==> src/rtl/rho_peak_find.sv <==
// rho_peak_find: streams NBIN-sample segments of unsigned rho values and
// reports, once per completed segment, the maximum sample, its index within
// the segment, whether it reaches the threshold, and a wrapping segment
// number. Gaps (in_vld low) are transparent; in_clr aborts a partial segment.
module rho_peak_find #(
   parameter int DW   = 28,
   parameter int NBIN = 256,
   parameter int IW   = 8,
   parameter int SW   = 8
) (
   input  logic          clk,
   input  logic          rst,
   input  logic          in_vld,
   input  logic [DW-1:0] in_data,
   input  logic          in_clr,
   input  logic [DW-1:0] thresh,
   output logic          busy,
   output logic          out_vld,
   output logic [DW-1:0] out_max,
   output logic [IW-1:0] out_idx,
   output logic          out_hit,
   output logic [SW-1:0] out_seg
);

   typedef enum logic {IDLE, ACC} state_t;

   localparam logic [IW-1:0] LAST_IDX = IW'(NBIN - 1);

   state_t        state_q, state_d;
   logic [IW-1:0] idx_q, idx_d;
   logic [DW-1:0] max_q, max_d;
   logic [IW-1:0] arg_q, arg_d;
   logic [SW-1:0] seg_q, seg_d;
   logic          out_vld_q, out_vld_d;
   logic [DW-1:0] out_max_q, out_max_d;
   logic [IW-1:0] out_idx_q, out_idx_d;
   logic          out_hit_q, out_hit_d;
   logic [SW-1:0] out_seg_q, out_seg_d;

   logic          accept;
   logic          is_last;
   logic          take;
   logic [DW-1:0] max_new;
   logic [IW-1:0] arg_new;

   // Running-max update: idx 0 always loads (no carry-over between segments);
   // later samples win only when strictly greater, so ties keep the earliest.
   always_comb begin
      accept  = in_vld & ~in_clr;
      is_last = accept && (idx_q == LAST_IDX);
      take    = (idx_q == '0) || (in_data > max_q);
      max_new = take ? in_data : max_q;
      arg_new = take ? idx_q : arg_q;
   end

   // Next-state: in_clr dominates, then accepted samples advance the segment;
   // gaps leave everything untouched. Result fields hold between pulses.
   always_comb begin
      state_d   = state_q;
      idx_d     = idx_q;
      max_d     = max_q;
      arg_d     = arg_q;
      seg_d     = seg_q;
      out_vld_d = 1'b0;
      out_max_d = out_max_q;
      out_idx_d = out_idx_q;
      out_hit_d = out_hit_q;
      out_seg_d = out_seg_q;
      if (in_clr) begin
         state_d = IDLE;
         idx_d   = '0;
      end else if (accept) begin
         max_d = max_new;
         arg_d = arg_new;
         if (is_last) begin
            // segment complete: publish including this sample, restart at idx 0
            state_d   = IDLE;
            idx_d     = '0;
            out_vld_d = 1'b1;
            out_max_d = max_new;
            out_idx_d = arg_new;
            out_hit_d = (max_new >= thresh);
            out_seg_d = seg_q;
            seg_d     = seg_q + SW'(1);
         end else begin
            state_d = ACC;
            idx_d   = idx_q + IW'(1);
         end
      end
   end

   // State and result registers; everything clears on reset, dropping any
   // partial segment.
   always_ff @(posedge clk or posedge rst) begin
      if (rst) begin
         state_q   <= IDLE;
         idx_q     <= '0;
         max_q     <= '0;
         arg_q     <= '0;
         seg_q     <= '0;
         out_vld_q <= 1'b0;
         out_max_q <= '0;
         out_idx_q <= '0;
         out_hit_q <= 1'b0;
         out_seg_q <= '0;
      end else begin
         state_q   <= state_d;
         idx_q     <= idx_d;
         max_q     <= max_d;
         arg_q     <= arg_d;
         seg_q     <= seg_d;
         out_vld_q <= out_vld_d;
         out_max_q <= out_max_d;
         out_idx_q <= out_idx_d;
         out_hit_q <= out_hit_d;
         out_seg_q <= out_seg_d;
      end
   end

   assign busy    = (state_q == ACC);
   assign out_vld = out_vld_q;
   assign out_max = out_max_q;
   assign out_idx = out_idx_q;
   assign out_hit = out_hit_q;
   assign out_seg = out_seg_q;

endmodule

==> config.mk <==
export PLATFORM = sky130hd
export DESIGN_NAME = rho_peak_find
export DESIGN_NICKNAME = d
export VERILOG_FILES = /design/src/rtl/rho_peak_find.sv
export SDC_FILE = /design/constraint.sdc
export NUM_CORES = 1
export LEC_CHECK = 0
export ABC_AREA = 1
export CAP_MARGIN = 20
export CELL_PAD_IN_SITES_DETAIL_PLACEMENT = 0
export CELL_PAD_IN_SITES_GLOBAL_PLACEMENT = 2
export CORE_MARGIN = 2
export CORE_UTILIZATION = 31
export CTS_CLUSTER_SIZE = 28
export DETAILED_ROUTE_END_ITERATION = 10
export GPL_TIMING_DRIVEN = 0
export HOLD_SLACK_MARGIN = 0.08
export PLACE_DENSITY_LB_ADDON = 0.25
export SLEW_MARGIN = 10
export SYNTH_ARGS = -nofsm -noshare
export SYNTH_HDL_FRONTEND = slang
export SYNTH_SLANG_ARGS = --single-unit
==> constraint.sdc <==
create_clock -name clk -period 4.47 [get_ports clk]
set_clock_uncertainty 0.05 [all_clocks]
set_input_delay 0.6705 -clock clk [delete_from_list [all_inputs] [get_ports clk]]
set_output_delay 0.6705 -clock clk [all_outputs]
set_load 0.005 [all_outputs]
==> results of run 1 <==
[flip-flops by register name, indices dropped and copies added (netlist names)]
| register | flops |
|---|---|
| out_max | 28 |
| out_idx | 8 |
| idx_q | 8 |
| out_hit | 1 |
| arg_q | 8 |
| out_seg | 8 |
| max_q | 28 |
| busy | 1 |
| out_vld | 1 |
| seg_q | 8 |
[per-layer routing]
layer  global-route usage (%)  vias to the layer above
li1                         -                     2826
met4                     4.18                        0
met2                     28.6                       92
met1                     23.5                     2487
met3                     2.69                       14
met5                        0                        -
[power by group]
part           switching [mW]  internal, mW
registers              0.0347         0.961
logic                   0.479         0.309
clock network           0.411         0.398
total                   0.924          1.67
[through the flow]
step                hold slack, ps  util (%)  total power, mW  setup slack, ps
finish                         417      40.1             2.59              452
floorplan                      392         -             1.57             1160
global route                   453      40.1             2.79              175
global placement               409      38.5             1.81             -813
detailed placement             414      38.6             1.81             41.9
CTS                            426      40.1             2.65              403
[synth_stat cells, drive strengths merged, types with 5 or more instances]
library cell    n
nand2         275
inv           122
nand3         114
dfrtp          99
ha             59
and2           28
nor2           24
a21oi          20
buf            13
clkbuf         13
o21ai          11
nand4           8
xor2            8
nor3            5
o22ai           5
[logic make-up (layout without fill, tap and decap cells)]
family | Yosys count | in the layout | synth area share [%]
buffers and inverters | 148 | 271 | 9.79
AO/OA/AOI/OAI | 44 | 44 | 3.84
XOR/XNOR | 12 | 12 | 1.65
flip-flops | 99 | 99 | 38.8
adder cells (fa/ha/maj) | 59 | 59 | 11.6
AND/OR/NAND/NOR | 456 | 456 | 34.4
[cell type report]
class                           count  area, sq um
Tap cell                          270          338
Multi-Input combinational cell    571         3290
Buffer                             26          168
Inverter                          122          463
Clock inverter                      7         77.6
Clock buffer                        9          225
Sequential cell                    99         2480
Timing Repair Buffer              107         1090
Fill cell                        2118        12100
[worst max path at each step]
stage | cells after the start | endpoint | slack, ps | start
6_report | 20 | out_hit | 450 | in_data[27]
5_1_grt | 20 | out_hit | 180 | in_data[27]
4_1_cts | 20 | out_hit | 400 | in_data[27]
3_5_place_dp | 20 | out_hit | 40 | in_data[27]
3_3_place_gp | 2 | out_max[21] | -810 | rst
2_1_floorplan | 1 | arg_q[0] | 1160 | rst
[worst reg2reg max path: cells and delay by family (launching register included)]
family                     cells  cell delay, ps
and+or+nand+nor               14            1740
adders and majority gates      2             580
AOI/OAI and AO/OA              2             510
DFF                            1             360
buffers and inverters          2             290
==> results.yml, run 1 <==
outcome:
  status: "finished, final reports clean"
synth:
  synth_seq_area_share_pct: 38.8
  yosysTopAreaCell: "dfrtp_1"
  synth-edff-count: 0
  synth_cells: 818
  syn_nets: 937
  syn_area_sq_um: 6390
  synth_area_per_cell_sq_um: 7.81
  yosys_warnings: 0
  synth_flop_cell: "dfrtp_1"
  synth_seq_cells: 99
  synthTopCellsByArea: "dfrtp_1 (39%), nand2_1 (15%), ha_1 (12%)"
  async_flop_share_pct: 100
  yosys.area.top_type_share_pct: 38.8
  yosys.cell_types.count: 35
worst_setup_path:
  cp.buffers_inverters: 2
  r2r-start: "max_q[27]"
  critPathSlowestCell: "clkdlybuf4s50_1"
  worst-endpoint-required_ps: 4670
  r2r-end: "out_hit"
  crit_fanout: 10
  r2r_slack_ps: 840
  reg2regPathDepth: 20
  worstPathCellList: "clkdlybuf4s50_1 > ha_1 > nand2_1 > nor2_1 > nand2_1 > nor3_4 > nand3_2 > nand2_4 > buf_4 > nand3_1 > and2_1 > ha_1 > a21oi_1 > nor2_1 > a211oi_1 > nand3_1 > nand2_1 > nand3_1 > nand2_1 > nand2_1"
  cpLargestDelayFamily: "simple AND/OR/NAND/NOR gates"
  arrival_ps: 4220
  crit_type: "in -> reg"
  slowest_delay_ps: 460
  startpoint_type: "input port"
  cp_common_cell: "nand2_1"
  cp-end-kind: "register"
floorplan:
  coreArea_sq_um: 20200
  io_pins: 107
  dieWidth_um: 148
  start_util_pct: 31.6
  rows: 52
  dieArea_sq_um: 21800
  die_h_um: 148
power_and_ir_drop:
  power_density_nw_per_um2: 319
  ir_worst_vdd_uv: 195
  leakage_nw: 4.24
finish:
  layout.cells.non_filler: 1211
  drive_above_1_share_pct: 6.91
  antenna_cells: 0
  stdcell_area_sq_um: 8120
  area_growth_pct: 27.1
  final_cell_mix: "nand2_1 (250), inv_1 (118), nand3_1 (112)"
  nets: 1055
  final_common_cell: "nand2_1"
clocking:
  cts-root-buf: "clkbuf_16"
  numCtsBuffers: 9
  cts_tree: "done"
  path_clk_slew_ps: 80
  clk_latency_ps: 360
  postCtsSetupRepairBufs: 0
  ctsResizeCount: 0
  cts_sinks: 99
  clockBufferDepth: 2
  htreeDepth: 3
  cts_hold_buf: 0
placed_design:
  placed_area_sq_um: 7820
  port_buffers: 106
  gp_congestion: 0.784
  dpl.cell_count: 1195
  post-dp-hpwl_um: 13500
sta:
  hold_violations: 0
  fmax_mhz: 249
  drv_slew: 0
  tns_ps: 0
  rsz0062_at_grt: "false"
  setup_viol: 0
  tightest_slew_ps: 693
  period_share_pct: 89.9
  period_minus_slack_ps: 4020
  maxSlewHeadroom_pct: 53.8
global_route:
  grt_overflow: 0
  first_global_vias: 5507
  grt_first_pass_wirelength_um: 29100
  grt_util_all_layers_pct: 17.2
  grt_max_degree: 55
  antenna_found_initial: 0
route:
  drc_errors: 0
  routedWlPerCell_um: 14.8
  drt-met1-wl_um: 8790
  dr_wl_met3_um: 585
  ant_nets: 0
  drtIter0Drc: 208
  routed_wl_um: 18000
  via_count: 5419
  via_per_inst: 4.47
  wl_met2_um: 8360
  top_layer_used: "met4"
  dr.pass1.iters: 5
flow_run:
  max_cap_violations: 0
worst_hold_path:
  hp-start: "seg_q[7]"
  min_to: "seg_q[7]"
  hp-class: "reg -> reg"
  worstHoldPathCells: 1
(Power assumes the default switching activity.)
==> run 2: changes to the inputs <==
--- a/config.mk
+++ b/config.mk
@@ -15,7 +15,7 @@
 export DETAILED_ROUTE_END_ITERATION = 10
 export GPL_TIMING_DRIVEN = 0
 export HOLD_SLACK_MARGIN = 0.08
-export PLACE_DENSITY_LB_ADDON = 0.25
+export PLACE_DENSITY = 0.81
 export SLEW_MARGIN = 10
 export SYNTH_ARGS = -nofsm -noshare
 export SYNTH_HDL_FRONTEND = slang
==> constraint.sdc (replaced) <==
create_clock -name clk -period 4.35 [get_ports clk]
set_clock_uncertainty 0.05 [all_clocks]
set_input_delay 0.6525 -clock clk [delete_from_list [all_inputs] [get_ports clk]]
set_output_delay 0.6525 -clock clk [all_outputs]
set_load 0.005 [all_outputs]
==> run 2 against run 1 <==
  * Global-route usage shrank 0.092 points
  * Flip-flop and latch count unchanged
  * Sequential share of layout area about the same
  * Final area about the same
  * Final cell count is the same
  * Highest routed layer unchanged
  * Largest power group unchanged
  * Largest cell class unchanged
  * Setup slack worse by 190 ps
==> results.yml, run 2 (synthesis results as in run 1) <==
sta:
  tns_ps: 0
  rsz0062_at_grt: "false"
  fmax_mhz: 245
  drv_slew: 0
  maxSlewHeadroom_pct: 52.6
  period_share_pct: 93.9
  hold_violations: 0
  period_minus_slack_ps: 4080
  tightest_slew_ps: 711
  setup_viol: 0
placed_design:
  port_buffers: 106
  placed_area_sq_um: 7820
  dpl.cell_count: 1195
  gp_congestion: 0.761
  post-dp-hpwl_um: 13400
global_route:
  grt_first_pass_wirelength_um: 28900
  first_global_vias: 5410
  grt_overflow: 0
  grt_util_all_layers_pct: 17.1
  antenna_found_initial: 0
  grt_max_degree: 77
route:
  ant_nets: 0
  via_per_inst: 4.46
  drc_errors: 0
  routedWlPerCell_um: 14.7
  dr.pass1.iters: 4
  routed_wl_um: 17700
  drtIter0Drc: 263
  via_count: 5404
clocking:
  cts-root-buf: "clkbuf_16"
  clockBufferDepth: 2
  htreeDepth: 3
  numCtsBuffers: 9
  cts_sinks: 99
  cts_tree: "done"
  ctsResizeCount: 0
  clk_latency_ps: 360
  path_clk_slew_ps: 70
  cts_hold_buf: 0
  postCtsSetupRepairBufs: 0
finish:
  stdcell_area_sq_um: 8120
  final_cell_mix: "nand2_1 (250), inv_1 (118), nand3_1 (112)"
  drive_above_1_share_pct: 6.91
  antenna_cells: 0
  nets: 1055
  area_growth_pct: 27.0
  layout.cells.non_filler: 1211
  postLayoutCoreUtil_pct: 40.1
  final_common_cell: "nand2_1"
floorplan:
  io_pins: 107
  coreArea_sq_um: 20200
  start_util_pct: 31.6
  die_h_um: 148
  dieWidth_um: 148
  rows: 52
  dieArea_sq_um: 21800
worst_setup_path:
  worst-endpoint-required_ps: 4550
  cpLargestDelayFamily: "simple AND/OR/NAND/NOR gates"
  crit_start: "in_data[27]"
  crit_fanout: 10
  reg2regPathDepth: 20
  r2r-end: "out_hit"
  worstPathCellList: "clkdlybuf4s50_1 > ha_1 > nand2_1 > nor2_1 > nand2_1 > nor3_4 > nand3_2 > nand2_4 > buf_4 > nand3_1 > and2_1 > ha_1 > a21oi_1 > nor2_1 > a211oi_1 > nand3_1 > nand2_1 > nand3_1 > nand2_1 > nand2_1"
  arrival_ps: 4280
  startpoint_type: "input port"
  cp-end-kind: "register"
  r2r_slack_ps: 690
  critPathSlowestCell: "clkdlybuf4s50_1"
  crit_type: "in -> reg"
  r2r-start: "max_q[27]"
  cp.buffers_inverters: 2
  slowest_delay_ps: 480
  cp_common_cell: "nand2_1"
power_and_ir_drop:
  p_switching_mw: 0.915
  power_density_nw_per_um2: 326
  pwr-share-clk_pct: 31.1
  p_seq_share_pct: 38.6
  leakage_nw: 4.23
  p_int_mw: 1.73
  p_comb_share_pct: 30.3
  ir_worst_vdd_uv: 184
  sw_frac_of_total_pct: 34.6
outcome:
  status: "finished, final reports clean"
worst_hold_path:
  hp-class: "reg -> reg"
  worstHoldPathCells: 2
  hp-start: "out_max[9]"
  min_to: "out_max[9]"
flow_run:
  max_cap_violations: 0
-- run 2: cell count changes in the layout (fill, tap and decap cells not counted), sizes merged --
cell | previous run | this run
clkbuf | 22 | 24
inv | 126 | 124
clkinv | 2 | 1
clkinvlp | 1 | 2
-- run 2: how the worst max path moves through the flow --
stage | cells past startpoint | endpoint
floorplan | 1 | arg_q[0]
global placement | 2 | out_max[9]
detailed placement | 20 | out_hit
CTS | 20 | out_hit
global route | 20 | out_hit
finish | 20 | out_hit
-- run 2: area by class of cell --
type	count	area, sq um
fillers	2114	12100
multi-input cells	571	3290
flip-flops and latches	99	2480
repair buffers	107	1090
inverters	122	463
well taps	270	338
clock buffers	11	253
plain buffers	26	168
clock inverters	5	43.8
-- run 2: routing by layer --
layer	up-vias	GRT usage [%]	part of all wire, %
met5	-	0	0
met4	0	4.38	1.4
met3	15	2.81	3.9
met2	93	27.4	46
met1	2472	24.1	49
li1	2824	-	-
-- run 2: worst register-to-register path, cell delays in order, from the launching register on --
cell	delay, ps
dfrtp_1	340
inv_1	60
ha_1	290
nand2_1	80
nor2_1	140
nand2_1	150
nor3_4	190
nand3_2	170
nand2_4	220
buf_4	220
nand3_1	130
and2_1	200
ha_1	280
a21oi_1	150
nor2_1	50
a211oi_1	260
nand3_1	180
nand2_1	100
nand3_1	130
nand2_1	110
nand2_1	50
-- run 2: metrics by stage --
stage / hold WS [ps] / power [mW] / worst slack (ps)
after floorplan: 392 / 1.61 / 1060
after global placement: 412 / 1.85 / -944
after detailed placement: 415 / 1.86 / -120
after CTS: 434 / 2.70 / 248
after global routing: 442 / 2.85 / 15.6
final: 428 / 2.65 / 266
-- run 2: power by group through the flow --
stage | Combinational, mW | Sequential, mW | Clock (mW)
floorplan | 0.578 | 1.03 | 0
global placement | 0.809 | 1.04 | 0
detailed placement | 0.818 | 1.04 | 0
CTS | 0.822 | 1.02 | 0.856
global route | 0.930 | 1.03 | 0.887
finish | 0.801 | 1.02 | 0.823
